`config.mk`:
```
export PLATFORM = sky130hd
export DESIGN_NAME = mp_add_seq
export DESIGN_NICKNAME = d
export VERILOG_FILES = /design/src/rtl/mp_add_pkg.sv /design/src/rtl/byte_cla_slice.sv /design/src/rtl/mp_add_seq.sv
export SDC_FILE = /design/constraint.sdc
export NUM_CORES = 1
export LEC_CHECK = 0
export CORE_MARGIN = 5
export CORE_UTILIZATION = 25
export CTS_BUF_LIST = sky130_fd_sc_hd__clkbuf_8
export DETAILED_ROUTE_END_ITERATION = 8
export PLACE_DENSITY = 0.45
export SLEW_MARGIN = 25
export SYNTH_ARGS = -nofsm -noshare
export SYNTH_HDL_FRONTEND = slang
export SYNTH_SLANG_ARGS = --single-unit
export TNS_END_PERCENT = 100
```
`constraint.sdc`:
```
create_clock -name clk -period 5 [get_ports clk]
set_clock_uncertainty 0.2 [all_clocks]
set_input_delay 1 -clock clk [delete_from_list [all_inputs] [get_ports clk]]
set_output_delay 1 -clock clk [all_outputs]
set_load 0.01 [all_outputs]
```
`src/rtl/mp_add_pkg.sv`:
```
// Shared definitions for the byte-serial multi-precision adder (mp_add_seq).
// Holds the controller state encoding and the slice width.
package mp_add_pkg;

   localparam int BYTE_W = 8;

   typedef enum logic [1:0] {
      IDLE,
      RUN,
      DONE
   } state_t;

endpackage

```
`src/rtl/byte_cla_slice.sv`:
```
// Combinational 8-bit adder slice with nibble-level carry lookahead.
// Also exports the carry into bit 7 so the caller can form signed overflow.
module byte_cla_slice
   import mp_add_pkg::*;
(
   input  logic [BYTE_W-1:0] a,
   input  logic [BYTE_W-1:0] b,
   input  logic              cin,
   output logic [BYTE_W-1:0] sum,
   output logic              cout,
   output logic              c7
);

   // Returns {c7, cout, sum}; the lower-nibble carry-out is computed from group
   // generate/propagate terms so the upper nibble does not wait on the ripple.
   function automatic logic [BYTE_W+1:0] cla8(input logic [BYTE_W-1:0] x,
                                              input logic [BYTE_W-1:0] y,
                                              input logic            ci);
      logic [BYTE_W-1:0] g;
      logic [BYTE_W-1:0] p;
      logic [BYTE_W:0]   c;
      logic              grp_g;
      logic              grp_p;
      g    = x & y;
      p    = x ^ y;
      c    = '0;
      c[0] = ci;
      for (int i = 0; i < 4; i++) begin
         c[i+1] = g[i] | (p[i] & c[i]);
      end
      grp_g = g[3] | (p[3] & g[2]) | (p[3] & p[2] & g[1]) | (p[3] & p[2] & p[1] & g[0]);
      grp_p = &p[3:0];
      c[4]  = grp_g | (grp_p & ci);
      for (int i = 4; i < BYTE_W; i++) begin
         c[i+1] = g[i] | (p[i] & c[i]);
      end
      cla8 = {c[BYTE_W-1], c[BYTE_W], p ^ c[BYTE_W-1:0]};
   endfunction

   always_comb begin
      {c7, cout, sum} = cla8(a, b, cin);
   end

endmodule

```
`src/rtl/mp_add_seq.sv`:
```
// Byte-serial multi-precision add/subtract, one 8-bit slice per clock, LSB first.
// Optional signed-overflow output is enabled by defining MP_ADD_SEQ_OVF_EN.
module mp_add_seq
   import mp_add_pkg::*;
#(
   parameter int NBYTES = 4
)
(
   input  logic                     clk,
   input  logic                     rst,
   input  logic                     in_valid,
   output logic                     in_ready,
   input  logic [BYTE_W*NBYTES-1:0] a,
   input  logic [BYTE_W*NBYTES-1:0] b,
   input  logic                     sub,
   output logic                     out_valid,
   input  logic                     out_ready,
   output logic [BYTE_W*NBYTES-1:0] result,
   output logic                     cout,
   output logic                     ovf
);

   localparam int W  = BYTE_W * NBYTES;
   localparam int IW = (NBYTES > 1) ? $clog2(NBYTES) : 1;
   localparam logic [IW-1:0] LAST_IDX = IW'(NBYTES - 1);

   state_t            state;
   logic [IW-1:0]     idx;
   logic              carry_r;
   logic              sub_r;
   logic [W-1:0]      a_r;
   logic [W-1:0]      b_r;
   logic [W-1:0]      res_r;
   logic              cout_r;
   logic              in_ready_r;
   logic              out_valid_r;

   logic [BYTE_W-1:0] a_byte;
   logic [BYTE_W-1:0] b_byte;
   logic [BYTE_W-1:0] sum_byte;
   logic              slice_cout;
   logic              slice_c7;

   // Subtraction is a + ~b + 1; the +1 enters through carry_r, seeded with sub.
   always_comb begin
      a_byte = a_r[idx*BYTE_W +: BYTE_W];
      b_byte = sub_r ? ~b_r[idx*BYTE_W +: BYTE_W] : b_r[idx*BYTE_W +: BYTE_W];
   end

   byte_cla_slice u_slice (
      .a    (a_byte),
      .b    (b_byte),
      .cin  (carry_r),
      .sum  (sum_byte),
      .cout (slice_cout),
      .c7   (slice_c7)
   );

`ifdef MP_ADD_SEQ_OVF_EN
   logic ovf_r;

   always_ff @(posedge clk) begin
      if (rst) begin
         ovf_r <= 1'b0;
      end else if (state == RUN && idx == LAST_IDX) begin
         ovf_r <= slice_c7 ^ slice_cout;
      end
   end

   assign ovf = ovf_r;
`else
   logic unused_c7;
   assign unused_c7 = slice_c7;
   assign ovf       = 1'b0;
`endif

   always_ff @(posedge clk) begin
      if (rst) begin
         state       <= IDLE;
         idx         <= '0;
         carry_r     <= 1'b0;
         res_r       <= '0;
         cout_r      <= 1'b0;
         in_ready_r  <= 1'b1;
         out_valid_r <= 1'b0;
      end else begin
         case (state)
            IDLE: begin
               if (in_valid && in_ready_r) begin
                  a_r        <= a;
                  b_r        <= b;
                  sub_r      <= sub;
                  carry_r    <= sub;
                  idx        <= '0;
                  in_ready_r <= 1'b0;
                  state      <= RUN;
               end
            end
            RUN: begin
               res_r[idx*BYTE_W +: BYTE_W] <= sum_byte;
               carry_r                     <= slice_cout;
               if (idx == LAST_IDX) begin
                  cout_r      <= slice_cout;
                  out_valid_r <= 1'b1;
                  state       <= DONE;
               end else begin
                  idx <= idx + 1'b1;
               end
            end
            DONE: begin
               // in_ready only rises after the handshake edge; no same-cycle reuse.
               if (out_ready) begin
                  out_valid_r <= 1'b0;
                  in_ready_r  <= 1'b1;
                  state       <= IDLE;
               end
            end
            default: begin
               out_valid_r <= 1'b0;
               in_ready_r  <= 1'b1;
               state       <= IDLE;
            end
         endcase
      end
   end

   assign in_ready  = in_ready_r;
   assign out_valid = out_valid_r;
   assign result    = res_r;
   assign cout      = cout_r;

endmodule

```
==> results of run 1 <==
## final timing paths
kind	start	endpoint	slack (ps)	cells after the start
setup / recovery	idx[0]	result[7]	630	12
hold / removal	result[10]	result[10]	290	1
setup reg to reg	idx[0]	result[7]	630	12
hold reg to reg	result[10]	result[10]	290	1
## report_power, final
part	internal [mW]	switching (mW)	total (mW)	leakage [nW]
Clock	0.254	0.278	0.532	0.112
Combinational	0.142	0.136	0.278	0.928
Sequential	0.957	0.0198	0.977	0.922
## metal layers
| layer | up-vias | track usage (%) | routed length (um) |
|---|---|---|---|
| met5 | - | 0 | 0 |
| met4 | 0 | 4.28 | 171 |
| met3 | 12 | 3.85 | 792 |
| met2 | 92 | 15.3 | 4470 |
| met1 | 1194 | 14.5 | 4560 |
| li1 | 1218 | - | - |
## placed cells by master (no fill, tap or decap), drive strengths merged, types with 10 or more instances in the layout
| master | instances |
|---|---|
| clkdlybuf4s50 | 103 |
| edfxtp | 65 |
| dfxtp | 40 |
| a22o | 32 |
| inv | 14 |
| mux4 | 13 |
| nor2 | 12 |
| a21oi | 12 |
| clkbuf | 11 |
| ha | 10 |
## state kept, by name, summed over array words and instances, names as in the netlist
signal / cells
a_r: 32
b_r: 32
carry_r: 1
cout: 1
idx: 2
in_ready: 1
out_valid: 1
result: 32
state: 2
sub_r: 1
## worst max-delay path, stage by stage (launching register included)
cell and delay, ps:
sky130_fd_sc_hd__dfxtp_1 570, sky130_fd_sc_hd__buf_4 230, sky130_fd_sc_hd__mux4_2 540, sky130_fd_sc_hd__ha_1 310
sky130_fd_sc_hd__nand3_1 70, sky130_fd_sc_hd__a21oi_1 140, sky130_fd_sc_hd__a211oi_1 80, sky130_fd_sc_hd__fa_1 420
sky130_fd_sc_hd__fa_1 450, sky130_fd_sc_hd__fa_1 430, sky130_fd_sc_hd__fa_1 450, sky130_fd_sc_hd__nor2_1 250
sky130_fd_sc_hd__a22o_1 180
## final cells by class
cell class,count,area (um2),area share [%]
clock buffers,11,151,2.64
clock inverters,5,47.5,0.830
inverters,12,45.0,0.786
multi-input cells,133,1370,24.0
flip-flops and latches,105,2750,48.1
well taps,220,275,4.81
repair buffers,110,1080,18.9
## kinds of logic (layout without fill, tap and decap cells)
logic type,Yosys count,after routing,share of synthesized area (%)
adder cells (fa/ha/maj),17,17,6.26
buffers and inverters,24,138,2.89
other,1,1,0.0884
XOR/XNOR,12,12,2.48
AND/OR/NAND/NOR,30,30,4.46
AO/OA/AOI/OAI,51,51,9.80
multiplexers,22,22,9.12
flip-flops,105,105,64.9
## through the flow
stage	total power [mW]	hold slack (ps)
after floorplan	1.15	257
after global placement	1.28	263
after detailed placement	1.28	270
after CTS	1.82	292
after global routing	1.89	309
final	1.79	290
==> results.md, run 1 <==
- 15.8 mm — wire length of the first global-routing pass
- 0.00553 mm2 — cell area after placement
- 35.1% — P&R area growth vs syn
- 0.00573 mm2 — finished layout cell area
- 580 — placed insts
- 0.00424 mm2 — cell area after synthesis
- 37 — post-synthesis cell type count
- 0.0197 mm2 — die area
- 16.2 um2 — post-synthesis average cell area
- 5130 ps — required time reported for the critical path endpoint
- 0 — final antenna-violating net count
- 4 — Detailed Routing Iterations Pass 1
- 262 — synthesized netlist cell count
- 0.746 — weighted congestion at the end of routability-driven global placement
- 0 — Ys Warns
- 0 — number of pins exceeding their max-slew limit in the final report
- 2715 — vias in the first global route
- 0 — post-cts gate resize count
- register to register — critical path class
- 0 ps — summed negative setup slack over all endpoints
- 4.22 — average vias per placed instance
- 0 — hold buffers post-CTS
- 8 — top fanout value on the critical path
- 12.2% — fraction of final layout cells sized beyond drive strength 1
- 120 — number of violations reported at the end of detailed-routing iteration 0
- 103 — port bufs
- sky130_fd_sc_hd__edfxtp_1 — most common flop cell mapped by yosys
- 65 x sky130_fd_sc_hd__edfxtp_1, 40 x sky130_fd_sc_hd__dfxtp_1, 32 x sky130_fd_sc_hd__a22o_1 — Commonest cells post-synth
- sky130_fd_sc_hd__edfxtp_1 46%, sky130_fd_sc_hd__dfxtp_1 19%, sky130_fd_sc_hd__mux4_2 6.9% — cell types with the largest area share after synthesis
- 0 — initial antenna violation count
- 4370 ps — time the final worst path needs with I/O delays and setup
- 596 — number of standard cells in the layout, taps in and fillers out
- 47 — Cell Rows
- 105 — number of sinks on the clock net
- sky130_fd_sc_hd__edfxtp_1 — dominant cell by count in the synthesized netlist
- 66 — maximum number of pins on one net before global-route repair
- 0 — drc violations
- 64.9% — proportion of synthesized chip area in sequential cells
- 46.0% — fraction of post-synthesis cell area in the top cell type by area
- 140 um — die boundary width
- 312 mW/mm2 — power per cell area
- 10.0 mm — total routed wirelength
- register — Critical Path End Type
- 7.79 mm — HPWL after detailed placement
- 457 — Total Nets Final
- register to register — class of the worst hold path
- 1623 — Filler Cell Count
- 380 ps — insertion delay to the later sink of the worst-skew pair
- 2516 — DR vias
- 607 ps — pre-CTS worst setup slack
- 127 uV — worst supply voltage drop on vdd
- 0% — fraction of registers with async set or reset after synthesis
- 87.5% — final worst path period share
- sky130_fd_sc_hd__edfxtp_1 — cell taking the most area after synthesis
- 0.229 GHz — Max Clk Rate
- 10.6% — overall routing resource usage
- 0 — gr ovfl total
- 0 — Post CTS Setup Buffer Count
- 16.8 um — Avg WL per Cell
- 0.0166 mm2 — core box area
- 25.6% — starting density of the core
- false — RSZ-0062 raised after global routing
- sky130_fd_sc_hd__clkbuf_8 — CTS root buf
- 1.96 nW — leakage
- 0 — final hold violation count
- 626 ps — min setup slack post-route
- 140 um — chip height
- 2 — deepest clock path buffer count
- 801 ps — Slew @ Worst Pin
- 0 — count of max-cap constraint violations
- 34.5% — share of the core filled with cells in the final layout
- 105 — number of primary I/O pins
- 100 ps — register clock-pin slew on the reported worst setup and hold paths
- 0 — endpoints failing setup
- 105 — Yosys reg bits
- 348 — nets in the synthesized netlist
- 4500 ps — worst endpoint data arrival time
- 0 — total inserted antenna cells
- yes — clock tree from TritonCTS
- 65 — EDFF count, synth
- register — CP startpoint kind
- 9 — number of CTS-inserted buffers
- 3 — maximum level of the CTS H-tree
- completed — run status
- 46.6% — headroom to the max-slew limit
No activity file was read; power rests on OpenSTA's default activity.
==> run 2, diff against run 1 <==
CORE_UTILIZATION = 39   (was 25)
PLACE_DENSITY = 0.65   (was 0.45)
==> results.md, run 2 (synthesis gave the netlist of run 1 again) <==
- 574 um — met3 wire length
- register — CP startpoint kind
- buf_4 -> mux4_2 -> ha_1 -> a21oi_1 -> a21oi_1 -> a211oi_1 -> fa_1 -> fa_1 -> fa_1 -> fa_1 -> nor2_1 -> a22o_1 — cells along the critical path
- 12.5% — fraction of final layout cells sized beyond drive strength 1
- sky130_fd_sc_hd__clkdlybuf4s50_1 — most frequent standard cell in the layout excluding fill and tap cells
- 100 ps — register clock-pin slew on the reported worst setup and hold paths
- 762 ps — Slew @ Worst Pin
- 0.904 — weighted congestion at the end of routability-driven global placement
- 9 — number of CTS-inserted buffers
- 38 — Cell Rows
- 0 — final antenna-violating net count
- false — RSZ-0062 raised after global routing
- 1 — number of buffer and inverter instances along the worst setup path
- 456 — Total Nets Final
- adder cells — cell family with the largest share of critical-path delay
- 114 um — die boundary width
- 919 — Filler Cell Count
- 17.1 um — Avg WL per Cell
- 14.1 mm — wire length of the first global-routing pass
- 6.82 mm — HPWL after detailed placement
- 105 — number of primary I/O pins
- 5110 ps — required time reported for the critical path endpoint
- 1.95 nW — leakage
- 14.0% — overall routing resource usage
- 2 — deepest clock path buffer count
- 4.89 — average vias per placed instance
- yes — clock tree from TritonCTS
- 0 — endpoints failing setup
- 0 — gr ovfl total
- 141 uV — worst supply voltage drop on vdd
- 4560 ps — worst endpoint data arrival time
- 0 — number of pins exceeding their max-slew limit in the final report
- 289 ps — final hold slack
- 0 — final hold violation count
- 32.5% — P&R area growth vs syn
- 29 — maximum number of pins on one net before global-route repair
- 2517 — DR vias
- 49.1% — headroom to the max-slew limit
- 8.80 mm — total routed wirelength
- 11 — top fanout value on the critical path
- 0 — hold buffers post-CTS
- 114 um — chip height
- 312 mW/mm2 — power per cell area
- 0 — total inserted antenna cells
- 0.0107 mm2 — core box area
- 547 ps — min setup slack post-route
- register to register — class of the worst hold path
- 2747 — vias in the first global route
- 52.3% — share of the core filled with cells in the final layout
- register to register — critical path class
- 0 ps — summed negative setup slack over all endpoints
- 39.5% — starting density of the core
- sky130_fd_sc_hd__fa_1 — critical path's most frequent cell
- 89.1% — final worst path period share
- 0.00562 mm2 — finished layout cell area
- 0 — count of max-cap constraint violations
- 360 ps — insertion delay to the later sink of the worst-skew pair
- 0.0131 mm2 — die area
- 0.00275 mm2 — combined flip-flop and latch cell area
- 4 — Detailed Routing Iterations Pass 1
- 82 — number of violations reported at the end of detailed-routing iteration 0
- 499 — placed insts
- 0 — post-cts gate resize count
- 590 ps — Critical Path Max Stage Delay
- sky130_fd_sc_hd__clkbuf_8 — CTS root buf
- completed — run status
- 103 x sky130_fd_sc_hd__clkdlybuf4s50_1, 65 x sky130_fd_sc_hd__edfxtp_1, 40 x sky130_fd_sc_hd__dfxtp_1 — most frequent cells in the layout
- 105 — number of sinks on the clock net
- met4 — highest metal used
- 0 — drc violations
- sky130_fd_sc_hd__dfxtp_1 — critical path's slowest cell
- 103 — port bufs
- 586 ps — pre-CTS worst setup slack
- 4.35 mm — met2 routed WL
- 1.75 mW — total design power
- 0.225 GHz — Max Clk Rate
- 0 — initial antenna violation count
- 515 — number of standard cells in the layout, taps in and fillers out
- 0.00137 mm2 — multi-input combinational cell area
- 0.00542 mm2 — cell area after placement
- 3.73 mm — met1 wire length
- 3 — maximum level of the CTS H-tree
- 0 — Post CTS Setup Buffer Count
- 4450 ps — time the final worst path needs with I/O delays and setup
- register — Critical Path End Type
[run 2: cell type report]
| type | instances | share of cell area [%] |
|---|---|---|
| Sequential cell | 105 | 49.0 |
| Multi-Input combinational cell | 133 | 24.4 |
| Timing Repair Buffer | 109 | 19.1 |
| Tap cell | 140 | 3.12 |
| Clock buffer | 11 | 2.69 |
| Clock inverter | 5 | 0.824 |
| Inverter | 12 | 0.802 |
[run 2: path summary, 6_finish.rpt]
check / depth (start not counted) / end / slack, ps / from
min: 1 / result[22] / 290 / result[22]
max reg2reg: 12 / result[7] / 550 / idx[0]
max: 12 / result[7] / 550 / idx[0]
min reg2reg: 1 / result[22] / 290 / result[22]
[run 2: metal layers]
metal | vias up | track usage (%)
met2 | 87 | 22.8
li1 | 1212 | -
met4 | 0 | 5.07
met1 | 1203 | 18.0
met5 | - | 0
met3 | 15 | 4.12
[run 2: power breakdown]
| part | switching (mW) | total, mW | internal (mW) | leakage, nW |
|---|---|---|---|---|
| sequential | 0.0185 | 0.975 | 0.957 | 0.922 |
| clock | 0.292 | 0.510 | 0.217 | 0.102 |
| combinational | 0.131 | 0.269 | 0.138 | 0.922 |
